## src/rtl/ram_arbiter.sv

```systemverilog
// Two-port round-robin arbiter in front of a single-port RAM with 1-cycle read latency.
// Define RAM_ARB_FIXED_PRIO_EN to make port 0 always win simultaneous requests.
module ram_arbiter #(
  parameter int ADDR_W = 9,
  parameter int DATA_W = 32,
  parameter int DEPTH  = 256
) (
  input  logic              clock,
  input  logic              rst_n,
  input  logic              req0,
  input  logic              req1,
  input  logic              we0,
  input  logic              we1,
  input  logic [ADDR_W-1:0] addr0,
  input  logic [ADDR_W-1:0] addr1,
  input  logic [DATA_W-1:0] wdata0,
  input  logic [DATA_W-1:0] wdata1,
  output logic              ack0,
  output logic              ack1,
  output logic              err0,
  output logic              err1,
  output logic [DATA_W-1:0] rdata0,
  output logic [DATA_W-1:0] rdata1,
  output logic [ADDR_W-1:0] mem_addr,
  output logic              mem_wr,
  output logic              mem_rd,
  output logic [DATA_W-1:0] mem_wdata,
  input  logic [DATA_W-1:0] mem_rdata
);

  localparam int              CMP_W   = ADDR_W + 1;
  localparam logic [CMP_W-1:0] DEPTH_C = CMP_W'(DEPTH);

  typedef enum logic [1:0] {IDLE, ISSUE, WAIT, RESP} state_t;

  state_t              state_q, state_d;
  logic                gnt_q, gnt_d;
  logic                we_q;
  logic [ADDR_W-1:0]   addr_q;
  logic [DATA_W-1:0]   wdata_q;
  logic                ack0_q, ack1_q, err0_q, err1_q;
  logic [DATA_W-1:0]   rdata0_q, rdata1_q;
  logic                oor;

  assign oor = ({1'b0, addr_q} >= DEPTH_C);

`ifdef RAM_ARB_FIXED_PRIO_EN
  assign gnt_d = !req0;
`else
  logic last_q;
  // last_q resets to 1 so that port 0 wins the first contended grant.
  assign gnt_d = (req0 && req1) ? !last_q : req1;

  always_ff @(posedge clock) begin
    if (!rst_n)                          last_q <= 1'b1;
    else if (state_q == IDLE && (req0 || req1)) last_q <= gnt_d;
  end
`endif

  // NOTE: sequential state uses non-blocking assignments so every flop samples pre-edge values.
  always_ff @(posedge clock) begin
    if (!rst_n) state_q <= IDLE;
    else        state_q <= state_d;
  end

  // NOTE: default assignment first so no path leaves state_d unassigned (no latch).
  always_comb begin
    state_d = state_q;
    case (state_q)
      IDLE:    if (req0 || req1) state_d = ISSUE;
      ISSUE:   state_d = WAIT;
      WAIT:    state_d = RESP;
      RESP:    state_d = IDLE;
      default: state_d = IDLE;
    endcase
  end

  // Strobes only in ISSUE, and never for an out-of-range address.
  always_comb begin
    mem_wr = 1'b0;
    mem_rd = 1'b0;
    if (state_q == ISSUE && !oor) begin
      mem_wr = we_q;
      mem_rd = !we_q;
    end
  end

  always_ff @(posedge clock) begin
    if (!rst_n) begin
      gnt_q    <= 1'b0;
      we_q     <= 1'b0;
      addr_q   <= '0;
      wdata_q  <= '0;
      ack0_q   <= 1'b0;
      ack1_q   <= 1'b0;
      err0_q   <= 1'b0;
      err1_q   <= 1'b0;
      rdata0_q <= '0;
      rdata1_q <= '0;
    end else begin
      ack0_q <= 1'b0;
      ack1_q <= 1'b0;
      err0_q <= 1'b0;
      err1_q <= 1'b0;
      if (state_q == IDLE && (req0 || req1)) begin
        gnt_q   <= gnt_d;
        we_q    <= gnt_d ? we1    : we0;
        addr_q  <= gnt_d ? addr1  : addr0;
        wdata_q <= gnt_d ? wdata1 : wdata0;
      end
      // RAM read data is valid in WAIT; capture it into the granted port at WAIT->RESP.
      if (state_q == WAIT) begin
        if (!gnt_q) begin
          ack0_q <= 1'b1;
          err0_q <= oor;
          if (oor)        rdata0_q <= '0;
          else if (!we_q) rdata0_q <= mem_rdata;
        end else begin
          ack1_q <= 1'b1;
          err1_q <= oor;
          if (oor)        rdata1_q <= '0;
          else if (!we_q) rdata1_q <= mem_rdata;
        end
      end
    end
  end

  assign ack0      = ack0_q;
  assign ack1      = ack1_q;
  assign err0      = err0_q;
  assign err1      = err1_q;
  assign rdata0    = rdata0_q;
  assign rdata1    = rdata1_q;
  assign mem_addr  = addr_q;
  assign mem_wdata = wdata_q;

endmodule

```

## config.mk

```make
export PLATFORM = sky130hd
export DESIGN_NAME = ram_arbiter
export DESIGN_NICKNAME = d
export VERILOG_FILES = /design/src/rtl/ram_arbiter.sv
export SDC_FILE = /design/constraint.sdc
export NUM_CORES = 1
export LEC_CHECK = 0
export CAP_MARGIN = 20
export CORE_MARGIN = 2
export CORE_UTILIZATION = 30
export DETAILED_ROUTE_END_ITERATION = 10
export PLACE_DENSITY = 0.64
export SYNTH_ARGS = -nofsm -noshare
export SYNTH_HDL_FRONTEND = slang
export SYNTH_SLANG_ARGS = --single-unit
```

## constraint.sdc

```tcl
create_clock -name clock -period 1.7 [get_ports clock]
set_clock_uncertainty 0.2 [all_clocks]
set_input_delay 0.34 -clock clock [delete_from_list [all_inputs] [get_ports clock]]
set_output_delay 0.34 -clock clock [all_outputs]
set_load 0.005 [all_outputs]
```

==> results of run 1 <==
path summary, 6_finish.rpt:
check | from | end | depth (start not counted)
hold reg to reg | rdata1[10] | rdata1[10] | 2
setup reg to reg | state_q[0] | rdata1[21] | 5
setup / recovery | state_q[1] | mem_rd | 5
hold / removal | rst_n | rdata1[15] | 3
tightest hold or removal path, cell delays in order:
cell and delay, ns:
buf_4 0.18, nand2_1 0.08, mux2i_1 0.05
registers in the layout, indices dropped and copies added, names as in the netlist, 2 cells and up:
name / flops
rdata0: 32
state_q: 2
rdata1: 32
mem_wdata: 32
mem_addr: 9
routing by layer:
metal	up-vias	routed length [um]	GRT usage
li1	2249	-	-
met5	-	0	0
met1	2172	6510	0.207
met3	14	1390	0.0697
met4	0	166	0.0595
met2	190	7290	0.288
cell families (layout without fill, tap and decap cells):
kind of cell | after synthesis | in the layout | synth area share
multiplexers | 65 | 65 | 0.136
AND/OR/NAND/NOR | 154 | 154 | 0.156
buffers and inverters | 47 | 293 | 0.0732
AO/OA/AOI/OAI | 134 | 134 | 0.145
flip-flops | 114 | 114 | 0.479
adder cells (fa/ha/maj) | 4 | 4 | 0.0105
power groups by stage:
stage / Sequential (mW) / Clock [mW] / Combinational [mW]
floorplan: 3.60 / 0 / 1.71
global placement: 3.57 / 0 / 3.69
detailed placement: 3.59 / 0 / 3.75
CTS: 3.55 / 4.08 / 3.45
global route: 3.61 / 4.19 / 4.14
finish: 3.55 / 3.99 / 3.77
Yosys cell counts:
cell | instances | area (um^2)
a21bo_2 | 1 | 10.0
a21boi_2 | 1 | 11.3
a21oi_1 | 85 | 425
a22oi_1 | 1 | 7.51
and2_1 | 2 | 12.5
and3_1 | 2 | 12.5
and3_4 | 1 | 11.3
buf_12 | 4 | 80.1
buf_2 | 17 | 85.1
buf_6 | 5 | 56.3
clkbuf_1 | 12 | 45.0
dfxtp_1 | 114 | 2280
dlygate4sd1_1 | 1 | 8.76
dlymetal6s2s_1 | 4 | 50.1
dlymetal6s4s_1 | 1 | 12.5
ha_1 | 4 | 50.1
inv_1 | 3 | 11.3
mux2i_1 | 65 | 651
nand2_1 | 108 | 405
nand2b_4 | 1 | 13.8
nand3b_1 | 32 | 240
nand3b_2 | 1 | 11.3
nor2_1 | 3 | 11.3
nor2b_1 | 2 | 12.5
nor3_1 | 1 | 5.00
o211a_1 | 1 | 10.0
o21a_1 | 1 | 7.51
o21ai_0 | 43 | 215
o21ai_1 | 1 | 5.00
or3b_2 | 1 | 8.76
cell type report:
cell class                 count  area [um^2]  area share
sequential                   114         2290       0.288
tap                          216          270      0.0340
multi-input combinational    357         2200       0.277
clock buffer                  23          488      0.0613
inverter                       3         11.3     0.00141
clock inverter                 9          175      0.0220
timing repair buffer         258         2520       0.317
metrics by stage:
step / setup slack, ns / hold WS, ns / instance area (um^2) / util
finish: -0.0643 / 0.106 / 7960 / 0.507
global placement: -0.279 / 0.243 / 7300 / 0.465
detailed placement: -0.308 / 0.248 / 7300 / 0.465
global route: -0.123 / 0.125 / 7960 / 0.507
CTS: -0.0593 / 0.0912 / 7850 / 0.500
floorplan: 0.0868 / 0.249 / 4770 / -
what timing repair did:
| action | 4_1_cts | 5_1_grt |
|---|---|---|
| pin swaps | 1 | 1 |
| hold buffers | 0 | 0 |
| resized for setup | 133 | 7 |
| gates cloned | 0 | 5 |
| endpoints found under the setup margin | 114 | 52 |
==> metrics.cfg, run 1 <==
[synthesis]
ys_ff_latch = 114
synthCells = 518
ys_seq_area_frac = 0.479
syn_area_per_cell_um2 = 9.21
yosysUniqueCellTypes = 30
syn-num-nets = 642
ys_warn_count = 0
syn_area_mm2 = 0.00477

[grt]
antenna_found_initial = 0
overflow = 0
grt_pass1_wl_um = 23300
grt_max_degree = 53
grt_pass1_vias = 4637
grt_usage = 0.175

[critical_path]
crit_chain = inv_2 > ha_4 > inv_2 > nor3_2 > buf_2
crit_arrival_ns = 1.22
crit_required_ns = 1.16
start_kind = register
worst_path_most_repeated_cell = inv_2
critPathMaxFanout = 2
critPathKind = reg -> out
critical_path_buf_inv_count = 3
max_stage_delay_ns = 0.32
cpMaxStageDelayCell = dfxtp_2
critPathCaptureType = primary output
cp_top_family = flip-flops
r2r_slack_ns = 0

[floorplanning]
floorplan.io_pins = 231
initial_core_util = 0.303
die_h_um = 130
core.rowCount = 46
die_area_mm2 = 0.0169
die_width_um = 130
core_mm2 = 0.0157

[power]
leakagePower_nw = 3.67
clkPwrFrac = 0.353
p_sw_mw = 3.34
share_comb_of_total_power = 0.333
p_per_area_mw_per_mm2 = 1420
p_total_mw = 11.3
seq_power_share = 0.313
p_int_mw = 7.97
vdd_drop_max_v = 0.000664
switching_share = 0.295

[timing]
layout_setup_ws_ns = -0.0643
rsz0062_at_grt = true
final_max_slew_viol_count = 0
max_slew.worst_pin.slew_ns = 0.400
setup_violations = 3
fin_tns_setup_ns = -0.0914
fin_crit_ns = 1.76
fin_crit_sh = 1.04
max-slew-margin-rel = 0.733
finalHoldViolations = 0
fmax_mhz = 567

[placed_design]
hpwl_um = 10300
place.gp.congestion = 0.702
dp.cells = 944
port_buffers = 230

[route]
first_pass_iters = 4
wirelength_um = 15400
drt_iter0_drc = 128
drc = 0
ant_nets = 0
avgRoutedWirePerCell_um = 15.7
vias = 4625
vias_per_cell = 4.72

[cts]
cts.clk_slew.worst_paths_ns = 0.06
cts.sink_count = 114
cts_buffers = 17
tritoncts = done
ctsRootBufferMaster = clkbuf_16
cts-htree-levels = 4
post_cts_buffers = 0
clkLatencyLatePin_ns = 0.41
cts_buffer_depth = 2

[worst_hold_path]
hold_path_class = in -> reg

[layout]
fill_cells = 1482
antenna_cells = 0
finalNetCount = 875
syn_to_final_growth_pct = 66.9
final_cell_mix = clkdlybuf4s50_1, nand2_1, dfxtp_1, dlygate4sd2_1, a21oi_1
final_layout_size_suffix_gt1_frac = 0.109
fin_cells = 980
final_common_cell = clkdlybuf4s50_1

[outcome]
status = complete, but fails checks
failed_checks = setup timing

[job]
maxCapViolCount = 0

No activity file was read; power rests on OpenSTA's default activity.
==> inputs of run 2 (changes only) <==
--- a/config.mk
+++ b/config.mk
@@ -6,6 +6,7 @@
 export NUM_CORES = 1
 export LEC_CHECK = 0
 export CAP_MARGIN = 20
+export CORE_ASPECT_RATIO = 0.6
 export CORE_MARGIN = 2
 export CORE_UTILIZATION = 30
 export DETAILED_ROUTE_END_ITERATION = 10
==> constraint.sdc (replaced) <==
create_clock -name clock -period 1.7 [get_ports clock]
set_clock_uncertainty 0.2 [all_clocks]
set_input_delay 0.34 -clock clock [delete_from_list [all_inputs] [get_ports clock]]
set_output_delay 0.34 -clock clock [all_outputs]
set_load 0.1 [all_outputs]
==> metrics.cfg, run 2 (synthesis results as in run 1) <==
[outcome]
status = complete, but fails checks
failed_checks = setup timing

[route]
wirelength_um = 17500  ; +14%
avgRoutedWirePerCell_um = 17.9  ; +14%
drc = 0  ; unchanged
vias = 4733  ; +2.3%
vias_per_cell = 4.84  ; +2.5%
drt_iter0_drc = 258  ; +100%
first_pass_iters = 4  ; unchanged
ant_nets = 0  ; unchanged

[grt]
grt_pass1_vias = 4755  ; +2.5%
grt_usage = 0.187  ; +0.0120
grt_max_degree = 46  ; -13%
overflow = 0  ; unchanged
antenna_found_initial = 0  ; unchanged
grt_pass1_wl_um = 25100  ; +8.1%

[cts]
clkLatencyLatePin_ns = 0.40  ; about the same
cts.sink_count = 114  ; unchanged
cts_buffer_depth = 2  ; unchanged
cts-htree-levels = 4  ; unchanged
holdBufCountCts = 0  ; unchanged
tritoncts = done
ctsRootBufferMaster = clkbuf_16
cts_buffers = 17  ; unchanged
cts.clk_slew.worst_paths_ns = 0.05  ; about the same

[floorplanning]
initial_core_util = 0.308  ; +0.00499
die_h_um = 102  ; -22%
floorplan.io_pins = 231  ; unchanged
die_width_um = 167  ; +28%
die_area_mm2 = 0.0170  ; +0.19%
core_mm2 = 0.0155  ; -1.6%
core.rowCount = 35  ; -24%

[placed_design]
port_buffers = 230  ; unchanged
place.gp.congestion = 0.784  ; +12%
hpwl_um = 11300  ; +10%
placed_area_mm2 = 0.00842  ; +15%

[worst_hold_path]
min_to = ack0
hold_path_class = in -> reg
worstHoldStart = rst_n
holdPathStages = 3  ; unchanged

[power]
share_comb_of_total_power = 0.570  ; +0.237
clkPwrFrac = 0.209  ; -0.144
vdd_drop_max_v = 0.00117  ; +77%
p_per_area_mw_per_mm2 = 1840  ; +30%
p_sw_mw = 8.01  ; +140%
p_int_mw = 9.68  ; +21%
leakagePower_nw = 3.86  ; +5.2%
switching_share = 0.453  ; +0.157
seq_power_share = 0.221  ; -0.092

[critical_path]
timing.rr.start = state_q[1]
rr_endpoint = mem_addr[3]
critPathCaptureType = primary output
critical_path_buf_inv_count = 2  ; -1
critPathMaxFanout = 3  ; +1
crit_chain = ha_4 > inv_4 > nor3_4 > buf_12
max_stage_delay_ns = 0.37  ; +0.05 ns
r2r_slack_ns = -0.11  ; -0.11 ns
crit_arrival_ns = 1.32  ; +0.10 ns
reg2reg_depth = 9  ; +4
cpMaxStageDelayCell = dfxtp_2
critPathKind = reg -> out
crit_required_ns = 1.16  ; about the same
cp_top_family = flip-flops
start_kind = register

[timing]
fin_hold_ws_ns = 0.138  ; +0.0317 ns
finalHoldViolations = 0  ; unchanged
rsz0062_at_grt = true
max-slew-margin-rel = 0.807  ; +0.0744
final_max_slew_viol_count = 0  ; unchanged
fin_crit_ns = 1.86  ; +0.0930 ns
fin_crit_sh = 1.09  ; +0.0547
fmax_mhz = 538  ; -5.0%
setup_violations = 41  ; +38
layout_setup_ws_ns = -0.157  ; -0.0930 ns
max_slew.worst_pin.slew_ns = 0.289  ; -0.110 ns

[job]
maxCapViolCount = 0  ; unchanged

[layout]
antenna_cells = 0  ; unchanged
final_layout_size_suffix_gt1_frac = 0.311  ; +0.202
syn_to_final_growth_pct = 101
finalNetCount = 886  ; +1.3%
final_cell_area_mm2 = 0.00959  ; +20%
final_cell_mix = buf_12, clkdlybuf4s50_1, dfxtp_1
final_common_cell = buf_12

==> run 2: changes by cell type in the layout (fill, tap and decap cells not counted), sizes merged <==
cell / previous run / this run
buf: 28 / 144
bufbuf: 0 / 1
bufinv: 5 / 3
clkbuf: 27 / 26
clkdlybuf4s50: 118 / 117
clkinvlp: 2 / 5
dlygate4sd2: 108 / 0
dlymetal6s2s: 0 / 1
inv: 3 / 5
==> run 2: tightest hold or removal path: cells and delay by family <==
| family | cells | cell delay [ns] |
|---|---|---|
| and+or+nand+nor | 2 | 0.14 |
| buffers and inverters | 1 | 0.20 |
==> run 2: cell type report <==
type | count | area (um^2)
clock buffers | 20 | 457
multi-input cells | 357 | 2380
well taps | 203 | 254
flip-flops and latches | 114 | 2290
clock inverters | 12 | 155
fillers | 1208 | 5870
inverters | 3 | 13.8
repair buffers | 269 | 4040
==> run 2: repair_timing <==
action                     in CTS  in global routing
setup endpoints to repair       6                 49
resized for setup              11                 95
gates cloned                    1                 10
pin swaps                       2                  4
buffers inserted                3                  6
==> run 2: routing by layer <==
layer  wire, um  track usage  up-vias
met4        308       0.0564        0
met1       8020        0.235     2257
met3       1230       0.0559       30
met2       7980        0.312      167
li1           -            -     2279
met5          0            0        -
==> run 2: how the worst max path moves through the flow <==
stage | start | end | slack [ns] | depth (start not counted)
2_1_floorplan | mem_addr[8] | mem_rd | -0.22 | 2
5_1_grt | state_q[1] | mem_rd | -0.24 | 5
3_5_place_dp | req1 | mem_addr[1] | -0.30 | 5
6_report | state_q[0] | mem_rd | -0.16 | 4
3_3_place_gp | req1 | state_q[1] | -0.27 | 4
4_1_cts | state_q[0] | mem_rd | -0.17 | 4
==> run 2: stage by stage <==
stage                     std cells  power [mW]   util  setup WS, ns  TNS [ns]
after global placement          926        12.4  0.544        -0.269     -8.86
after global routing            978        18.3  0.620        -0.236     -5.24
after floorplan                 518        9.12      -        -0.220    -0.220
after detailed placement        926        12.5  0.544        -0.298    -10.62
final                           978        17.7  0.620        -0.157     -1.82
after CTS                       962        16.5  0.589        -0.167    -0.334
==> run 2: power by group through the flow <==
stage	clock (mW)	sequential [mW]	combinational, mW
6_report	3.69	3.91	10.1
4_1_cts	3.79	3.86	8.83
2_1_floorplan	0	7.24	1.88
3_5_place_dp	0	3.90	8.63
3_3_place_gp	0	3.87	8.54
5_1_grt	3.91	3.98	10.4
==> inputs of run 3 (changes only) <==
--- a/config.mk
+++ b/config.mk
@@ -6,11 +6,11 @@
 export NUM_CORES = 1
 export LEC_CHECK = 0
 export CAP_MARGIN = 20
-export CORE_ASPECT_RATIO = 0.6
+export CORE_ASPECT_RATIO = 1.1
 export CORE_MARGIN = 2
 export CORE_UTILIZATION = 30
 export DETAILED_ROUTE_END_ITERATION = 10
-export PLACE_DENSITY = 0.64
+export PLACE_DENSITY = 0.61
 export SYNTH_ARGS = -nofsm -noshare
 export SYNTH_HDL_FRONTEND = slang
 export SYNTH_SLANG_ARGS = --single-unit
==> constraint.sdc (replaced) <==
create_clock -name clock -period 2 [get_ports clock]
set_clock_uncertainty 0.2 [all_clocks]
set_input_delay 0.4 -clock clock [delete_from_list [all_inputs] [get_ports clock]]
set_output_delay 0.4 -clock clock [all_outputs]
set_load 0.1 [all_outputs]
==> metrics.cfg, run 3 (synthesis results as in run 1) <==
[cts]
cts-htree-levels = 4  ; unchanged
tritoncts = done
ctsRootBufferMaster = clkbuf_16
cts.sink_count = 114  ; unchanged
cts_buffers = 17  ; unchanged
cts_buffer_depth = 2  ; unchanged
clkLatencyLatePin_ns = 0.41  ; about the same
cts.clk_slew.worst_paths_ns = 0.05  ; about the same

[grt]
grt_max_degree = 43  ; -6.5%
met2_usage = 0.303  ; -0.00947
grt.busiest_layer = met2
overflow = 0  ; unchanged
grtUsageMet3 = 0.0838  ; +0.0279
grt_pass1_vias = 4739  ; -0.34%
grt_pass1_wl_um = 24000  ; -4.6%
antenna_found_initial = 0  ; unchanged
grt_usage = 0.179  ; -0.00742
use_met1 = 0.197  ; -0.0385

[route]
ant_nets = 0  ; unchanged
vias = 4615  ; -2.5%
wirelength_um = 14900  ; -15%
drt_iter0_drc = 226  ; -12%
first_pass_iters = 5  ; +1
avgRoutedWirePerCell_um = 15.7  ; -13%
drc = 0  ; unchanged
vias_per_cell = 4.83  ; -0.14%

[layout]
final-seq-area_mm2 = 0.00229  ; about the same
syn_to_final_growth_pct = 89.0
fill_cells = 1345  ; +11%
final_common_cell = buf_12
final_cell_mix = buf_12, clkdlybuf4s50_1, dfxtp_1
multi_input_area_mm2 = 0.00219  ; -8.2%
final_layout_size_suffix_gt1_frac = 0.233  ; -0.0779
antenna_cells = 0  ; unchanged
finalNetCount = 866  ; -2.3%
final_cell_area_mm2 = 0.00901  ; -6.0%
final_core_util = 0.577  ; -0.0432

[placed_design]
placed_area_mm2 = 0.00838  ; -0.49%
place.gp.congestion = 0.762  ; -2.8%
detailedPlace.worstSlack_ns = 0.00912  ; +0.307 ns
port_buffers = 230  ; unchanged
hpwl_um = 11100  ; -1.8%

[floorplanning]
die_h_um = 136  ; +34%
die_area_mm2 = 0.0169  ; -0.19%
floorplan.io_pins = 231  ; unchanged
core_mm2 = 0.0156  ; +1.0%
core.rowCount = 48  ; +37%
die_width_um = 124  ; -26%
initial_core_util = 0.305  ; -0.00309

[power]
leakagePower_nw = 3.66  ; -5.2%
p_per_area_mw_per_mm2 = 1510  ; -18%
p_total_mw = 13.6  ; -23%
vdd_drop_max_v = 0.00124  ; +6.0%

[critical_path]
r2r_slack_ns = 0.19  ; +0.30 ns
critPathMaxFanout = 3  ; unchanged
timing.rr.start = state_q[0]
reg2reg_depth = 4  ; -5
critPathKind = reg -> out
crit_arrival_ns = 1.36  ; +0.04 ns
rr_endpoint = state_q[0]
crit_required_ns = 1.40  ; +0.24 ns
start_kind = register
critPathCaptureType = primary output

[timing]
rsz0062_at_grt = true
layout_setup_ws_ns = 0.0366  ; +0.194 ns
setup_violations = 0  ; -100%
max-slew-margin-rel = 0.709  ; -0.0978
final_max_slew_viol_count = 0  ; unchanged
fmax_mhz = 509
fin_crit_sh = 0.982
fin_crit_ns = 1.96
max_slew.worst_pin.slew_ns = 0.436  ; +0.147 ns
finalHoldViolations = 0  ; unchanged
fin_hold_ws_ns = 0.237  ; +0.0993 ns

[outcome]
status = finished, final reports clean

[worst_hold_path]
min_to = last_q
worstHoldStart = rst_n
holdPathStages = 2  ; -1
hold_path_class = in -> reg

[job]
maxCapViolCount = 0  ; unchanged

[run 3: critical path, stage by stage, from the launching register on]
cell and delay [ns]:
dfxtp_2 0.33, inv_2 0.08, ha_4 0.14, inv_4 0.04
nor3_4 0.15, buf_12 0.20
[run 3: worst max path at each step]
| stage | start | endpoint | slack, ns |
|---|---|---|---|
| after floorplan | state_q[1] | mem_rd | 0.004 |
| after global placement | req1 | state_q[1] | 0.03 |
| after detailed placement | req1 | mem_wdata[7] | 0.009 |
| after CTS | state_q[1] | mem_rd | 0.001 |
| after global routing | state_q[1] | mem_rd | -0.04 |
| final | state_q[1] | mem_rd | 0.04 |
[run 3: layout make-up]
| class | instances | share of cell area |
|---|---|---|
| repair buffers | 249 | 0.406 |
| flip-flops and latches | 114 | 0.254 |
| multi-input cells | 357 | 0.243 |
| clock buffers | 23 | 0.0542 |
| well taps | 200 | 0.0278 |
| clock inverters | 9 | 0.0140 |
| inverters | 3 | 0.00153 |
[run 3: stage by stage]
| step | TNS (ns) | cells |
|---|---|---|
| 2_1_floorplan | 0 | 518 |
| 3_3_place_gp | 0 | 923 |
| 3_5_place_dp | 0 | 923 |
| 4_1_cts | 0 | 955 |
| 5_1_grt | -0.0369 | 955 |
| 6_report | 0 | 955 |
[run 3: report_power, final]
group / internal (mW) / switching (mW)
sequential: 2.77 / 0.529
clock: 2.08 / 1.02
combinational: 2.65 / 4.60
[run 3: what timing repair did]
| item | CTS | global route |
|---|---|---|
| setup endpoints to repair | 3 | 1 |
| setup buffers | 0 | 0 |
| pin swaps | 1 | 0 |
| resized for setup | 6 | 1 |
| hold buffers | 0 | 0 |
[run 3: layer usage]
layer | vias up | wire length, um
li1 | 2227 | -
met1 | 2169 | 5890
met2 | 195 | 7250
met3 | 24 | 1470
met4 | 0 | 342
met5 | - | 0
